--- config.mk ---
export PLATFORM = sky130hd
export DESIGN_NAME = s1_fetch
export DESIGN_NICKNAME = d
export VERILOG_FILES = /design/src/rtl/s1_fetch.sv
export SDC_FILE = /design/constraint.sdc
export NUM_CORES = 1
export LEC_CHECK = 0
export CELL_PAD_IN_SITES_DETAIL_PLACEMENT = 1
export CELL_PAD_IN_SITES_GLOBAL_PLACEMENT = 1
export CORE_ASPECT_RATIO = 1.75
export CORE_MARGIN = 3
export CORE_UTILIZATION = 23
export DETAILED_ROUTE_END_ITERATION = 10
export GPL_TIMING_DRIVEN = 0
export PLACE_DENSITY_LB_ADDON = 0.1
export SLEW_MARGIN = 10
export SYNTH_ARGS = -nofsm -noshare
export SYNTH_HDL_FRONTEND = slang
export SYNTH_SLANG_ARGS = --single-unit
export TNS_END_PERCENT = 1
--- constraint.sdc ---
create_clock -name clk -period 1.8 [get_ports clk]
set_input_delay 0.18 -clock clk [delete_from_list [all_inputs] [get_ports clk]]
set_output_delay 0.18 -clock clk [all_outputs]
set_load 0.01 [all_outputs]
--- src/rtl/s1_fetch.sv ---
// ----------------------------------------------------------------------------
// s1_fetch -- stage-1 instruction fetch for the 3-stage RV32I pipeline.
//
// Owns the PC register and selects the next PC from the stage-3 pc_sel code.
// It drives the word addresses of the synchronous-read BIOS and IMEM from
// pc_next, so the returned word on *_dout always belongs to pc_s1. It then
// registers {inst, pc, valid} into the s1->s2 pipeline register. On a redirect,
// the wrong-path word is replaced by a NOP bubble.
//
// Optional feature macro: FETCH_PERF_EN
//   defined   : fetch_count / flush_count performance counters are present
//   undefined : no counter registers; both outputs are tied to zero
//
// Ports
//   clk, rst            rising-edge clock, synchronous active-high reset
//   stall               hold PC and the s2 register (memory-side stall)
//   pc_sel              0:pc+4 1:alu_target 2:jal_target 3:RESET_PC
//   alu_target          branch/JALR target from the stage-2 ALU
//   jal_target          JAL target from the stage-2 adder
//   bios_addr/imem_addr word addresses derived from pc_next
//   bios_dout/imem_dout read data, one cycle after the address
//   pc_s1               PC whose word is currently on *_dout
//   inst_s2/pc_s2       instruction and its PC into stage 2
//   valid_s2            inst_s2 is a real instruction (not a bubble)
//   fetch_count         words loaded into s2 with valid_s2=1
//   flush_count         redirect edges
// ----------------------------------------------------------------------------
module s1_fetch #(
  parameter logic [31:0] RESET_PC = 32'h4000_0000,
  parameter logic [31:0] NOP_INST = 32'h0000_0013,
  parameter int          IMEM_AW  = 14,
  parameter int          BIOS_AW  = 12
) (
  input  logic               clk,
  input  logic               rst,
  input  logic               stall,
  input  logic [1:0]         pc_sel,
  input  logic [31:0]        alu_target,
  input  logic [31:0]        jal_target,
  output logic [BIOS_AW-1:0] bios_addr,
  output logic [IMEM_AW-1:0] imem_addr,
  input  logic [31:0]        bios_dout,
  input  logic [31:0]        imem_dout,
  output logic [31:0]        pc_s1,
  output logic [31:0]        inst_s2,
  output logic [31:0]        pc_s2,
  output logic               valid_s2,
  output logic [31:0]        fetch_count,
  output logic [31:0]        flush_count
);

  // Pick the returned word by the region of the PC it was fetched for.
  // Regions other than BIOS (01) and IMEM (00) have no instruction memory.
  function automatic logic [31:0] region_word(input logic [31:0] pc,
                                              input logic [31:0] bios_w,
                                              input logic [31:0] imem_w);
    case (pc[31:30])
      2'b01:   return bios_w;
      2'b00:   return imem_w;
      default: return NOP_INST;
    endcase
  endfunction

  logic [31:0] pc_q,    pc_d;
  logic [31:0] inst_q,  inst_d;
  logic [31:0] pcs2_q,  pcs2_d;
  logic        vld_q,   vld_d;
  logic        redirect;
  logic [31:0] word;

  assign redirect = (pc_sel != 2'd0);
  assign word     = region_word(pc_q, bios_dout, imem_dout);

  // Next-PC selection. A redirect beats stall; stall alone re-presents the
  // current PC so the memories return the same word again next cycle.
  always_comb begin
    pc_d = pc_q + 32'd4;
    if (rst) begin
      pc_d = RESET_PC;
    end else begin
      case (pc_sel)
        2'd3:    pc_d = RESET_PC;
        2'd2:    pc_d = jal_target;
        2'd1:    pc_d = alu_target;
        default: pc_d = stall ? pc_q : pc_q + 32'd4;
      endcase
    end
  end

  // Addresses come from pc_next so the 1-cycle memory latency lines the
  // returned word up with pc_s1. Low two bits are dropped (word addressing),
  // so misaligned targets still fetch the containing word.
  assign bios_addr = pc_d[BIOS_AW+1:2];
  assign imem_addr = pc_d[IMEM_AW+1:2];

  // s2 register next state: reset, then squash on redirect, then hold on stall.
  always_comb begin
    inst_d = word;
    pcs2_d = pc_q;
    vld_d  = 1'b1;
    if (rst) begin
      inst_d = NOP_INST;
      pcs2_d = 32'h0;
      vld_d  = 1'b0;
    end else if (redirect) begin
      inst_d = NOP_INST;
      pcs2_d = pc_q;
      vld_d  = 1'b0;
    end else if (stall) begin
      inst_d = inst_q;
      pcs2_d = pcs2_q;
      vld_d  = vld_q;
    end
  end

  // ---- s1 -> s2 boundary ----
  always_ff @(posedge clk) begin
    pc_q   <= pc_d;
    inst_q <= inst_d;
    pcs2_q <= pcs2_d;
    vld_q  <= vld_d;
  end

  assign pc_s1    = pc_q;
  assign inst_s2  = inst_q;
  assign pc_s2    = pcs2_q;
  assign valid_s2 = vld_q;

`ifdef FETCH_PERF_EN
  logic [31:0] fetch_cnt_q, fetch_cnt_d;
  logic [31:0] flush_cnt_q, flush_cnt_d;

  // Count exactly the edges that load a valid word, and the redirect edges.
  always_comb begin
    fetch_cnt_d = fetch_cnt_q;
    flush_cnt_d = flush_cnt_q;
    if (rst) begin
      fetch_cnt_d = 32'h0;
      flush_cnt_d = 32'h0;
    end else if (redirect) begin
      flush_cnt_d = flush_cnt_q + 32'd1;
    end else if (!stall) begin
      fetch_cnt_d = fetch_cnt_q + 32'd1;
    end
  end

  always_ff @(posedge clk) begin
    fetch_cnt_q <= fetch_cnt_d;
    flush_cnt_q <= flush_cnt_d;
  end

  assign fetch_count = fetch_cnt_q;
  assign flush_count = flush_cnt_q;
`else
  assign fetch_count = 32'h0;
  assign flush_count = 32'h0;
`endif

endmodule

==> metrics.txt <==
Finished Cell Area 9079 um2; Port-buffer cells 255; final critical-path required period 2256 ps; number of register bits inferred by synthesis 97; via count 5527; Placement Setup Slack -1445 ps; post-DP HPWL 17900 um; setup ws final -456.2 ps; Setup Crit Path Kind reg2out; clock latency on the worst-skew pair 350 ps; share of synthesized area occupied by flip-flops and latches 37.72%; Fillers 2593; Maximum Capacitance Violations 0; number of global-route vias before repair 6035; Floorplan Core Area 21760 um2; Static Leak 3.534 nW; unrepaired setup endpoints after global routing yes; Fmax achieved 0.4432 GHz; Avg Inst Size Synth 8.494 um2; Final Net Count 1086; post-route core utilization 41.71%; worst hold slack 451.5 ps; clock tree from TritonCTS built; post-DR vias/cell 4.439; Hold-fix buffers, CTS 0; number of design rule violations left after detail routing 0; I/O Pins 320; wire length per cell after detailed routing 18.12 um; Fin Clk Skew 6.369 ps; Yosys Warn Count 0; crit path launch type flop; buffer type at the clock tree root sky130_fd_sc_hd__clkbuf_16; wire length of the first global-routing pass 34430 um; number of detailed-route iterations in the first pass 4; H-tree levels 3; required time worst endpoint 1620 ps; pin count of the biggest net entering global routing 16; growth of design area from synthesis to finish 76.37%; worst-path fanout max 3; number of antenna violations at the first check in global routing 2; final hold violation count 0; share of layout cells above drive strength 1 25.21%; height of the die 203.9 um; outcome finished with violations; Tightest Pin Transition 664.7 ps; fin crit share 125.3%; Initial Utilization 23.65%; horizontal die dimension 119.1 um; count of nets left with antenna violations after detail routing 0; Total Wirelength 22560 um; number of setup violations in the final report 31; maximum resistive drop on vdd 0.3425 mV; Sinks on Clock Net 97; WP data arrival 2080 ps; number of pins exceeding their max-slew limit in the final report 0; Synth cell types 41; netlist area before placement 5147 um2; remaining max-slew budget at the tightest pin 55.69%; Die Footprint 24280 um2; number of DRC violations after detailed-routing iteration 0 156; endpoint type of the worst setup path output pin; TritonCTS buffer count 9; CTS clock-pin slew for the worst setup and hold paths 70 ps; Hold Path Class reg2reg; number of standard cells in the layout, taps in and fillers out 1245; largest buffer count on any clock path 2; Synth Instances 606; placed standard-cell area 8358 um2; number of placed cells counting well taps 1216; pwr/cell area 628.7 nW/um2; most frequent cells in the layout sky130_fd_sc_hd__clkdlybuf4s50_1, sky130_fd_sc_hd__buf_4, sky130_fd_sc_hd__dfxtp_1; floorplan row count 71; routability cong. 0.7386; leading cell type in the layout, fill and taps excluded sky130_fd_sc_hd__clkdlybuf4s50_1; global routing usage summed across all routing layers 18.14%; GR Overflow Total 0; failing checks setup timing
worst max-delay path, cell delays in order (launching register included):
cell and delay [ps]:
sky130_fd_sc_hd__dfxtp_4 390, sky130_fd_sc_hd__ha_4 160, sky130_fd_sc_hd__inv_4 50, sky130_fd_sc_hd__nor3_4 160, sky130_fd_sc_hd__buf_6 130, sky130_fd_sc_hd__nand4_1 100, sky130_fd_sc_hd__xor2_1 170, sky130_fd_sc_hd__a211oi_2 300
sky130_fd_sc_hd__buf_4 170, sky130_fd_sc_hd__buf_6 90
sequential cells by signal (all words and copies together) (netlist names):
| register | cells |
|---|---|
| inst_s2 | 32 |
| pc_s1 | 32 |
| pc_s2 | 32 |
| valid_s2 | 1 |
synth_stat cells (all sizes together):
cell type	instances	share of area, %
dfxtp	97	38
buf	80	11
nand2	78	5.7
a22oi	46	6.7
nor2	46	3.4
clkbuf	39	2.8
a21oi	38	3.7
mux2	29	6.3
xor2	23	3.9
a211oi	17	2.5
a221oi	15	2.6
nand4	15	2.1
nand3	12	1.2
o22ai	11	1.3
nor3	7	0.68
ha	6	1.5
inv	4	0.29
nor2b	4	0.49
nor4	4	0.78
o21ai	4	0.39
a211o	3	0.51
a22o	3	0.51
nand2b	3	0.36
a31oi	2	0.24
and2	2	0.24
and3	2	0.24
and4	2	0.36
o32a	2	0.39
or2	2	0.24
or3	2	0.24
xnor2	2	0.34
a221o	1	0.19
conb	1	0.073
mux2i	1	0.19
nand4b	1	0.17
nor3b	1	0.15
o211ai	1	0.15
what timing repair did:
action                                 4_1_cts  5_1_grt
buffers inserted                            13        0
endpoints found under the hold margin        0        0
pin swaps                                   24        7
resized for setup                          195       28
setup endpoints to repair                  103       80
kinds of logic after synthesis:
family	Yosys count	synth area share (%)
xor+xnor	25	4.254
other cells	1	0.07285
simple gates	181	16.29
fa+ha+maj	6	1.458
mux	30	6.539
flops	97	37.72
buf+inv	123	14.51
compound gates	143	19.15
area by class of cell:
type | instances | area [um2] | share of cell area (%)
Sequential cell | 97 | 1983 | 21.84
Clock buffer | 12 | 256.5 | 2.825
Buffer | 118 | 869.6 | 9.578
Tap cell | 292 | 365.4 | 4.024
Clock inverter | 4 | 27.53 | 0.3032
Antenna cell | 1 | 2.502 | 0.02756
Timing Repair Buffer | 268 | 2587 | 28.50
Inverter | 4 | 17.52 | 0.1929
Multi-Input combinational cell | 449 | 2969 | 32.70
metrics by stage:
| step | TNS, ps | power [mW] |
|---|---|---|
| 6_report | -6135 | 5.708 |
| 5_1_grt | -10700 | 5.991 |
| 4_1_cts | -7198 | 5.816 |
| 3_5_place_dp | -91800 | 3.796 |
| 3_3_place_gp | -90100 | 3.788 |
| 2_1_floorplan | -588.6 | 3.051 |
routing by layer:
metal	track usage, %	up-vias	wire, um	share of wire [%]
met1	17.55	2593	7832	35
met2	35.85	218	12560	56
met4	5.056	2	319	1.4
met5	0	-	7	0.031
li1	-	2694	-	-
met3	6.037	20	1842	8.2
worst paths after layout:
check	cells past startpoint	slack, ps	from	to
worst min-delay path	2	450	pc_s2[9]$_SDFFE_PP0P_	pc_s2[9]$_SDFFE_PP0P_
worst min register to register	2	450	pc_s2[9]$_SDFFE_PP0P_	pc_s2[9]$_SDFFE_PP0P_
worst max-delay path	9	-460	pc_s1[2]$_DFF_P_	imem_addr[8]
worst max register to register	6	-270	pc_s1[7]$_DFF_P_	pc_s1[24]$_SDFFE_PP0P_
power breakdown:
| part | leakage (nW) | switching (mW) | internal (mW) |
|---|---|---|---|
| clock network | 0.131 | 0.879 | 1.01 |
| registers | 0.799 | 0.114 | 2.23 |
| logic | 2.60 | 0.638 | 0.830 |
| total | 3.53 | 1.63 | 4.08 |
No activity file was read; power rests on OpenSTA's default activity.
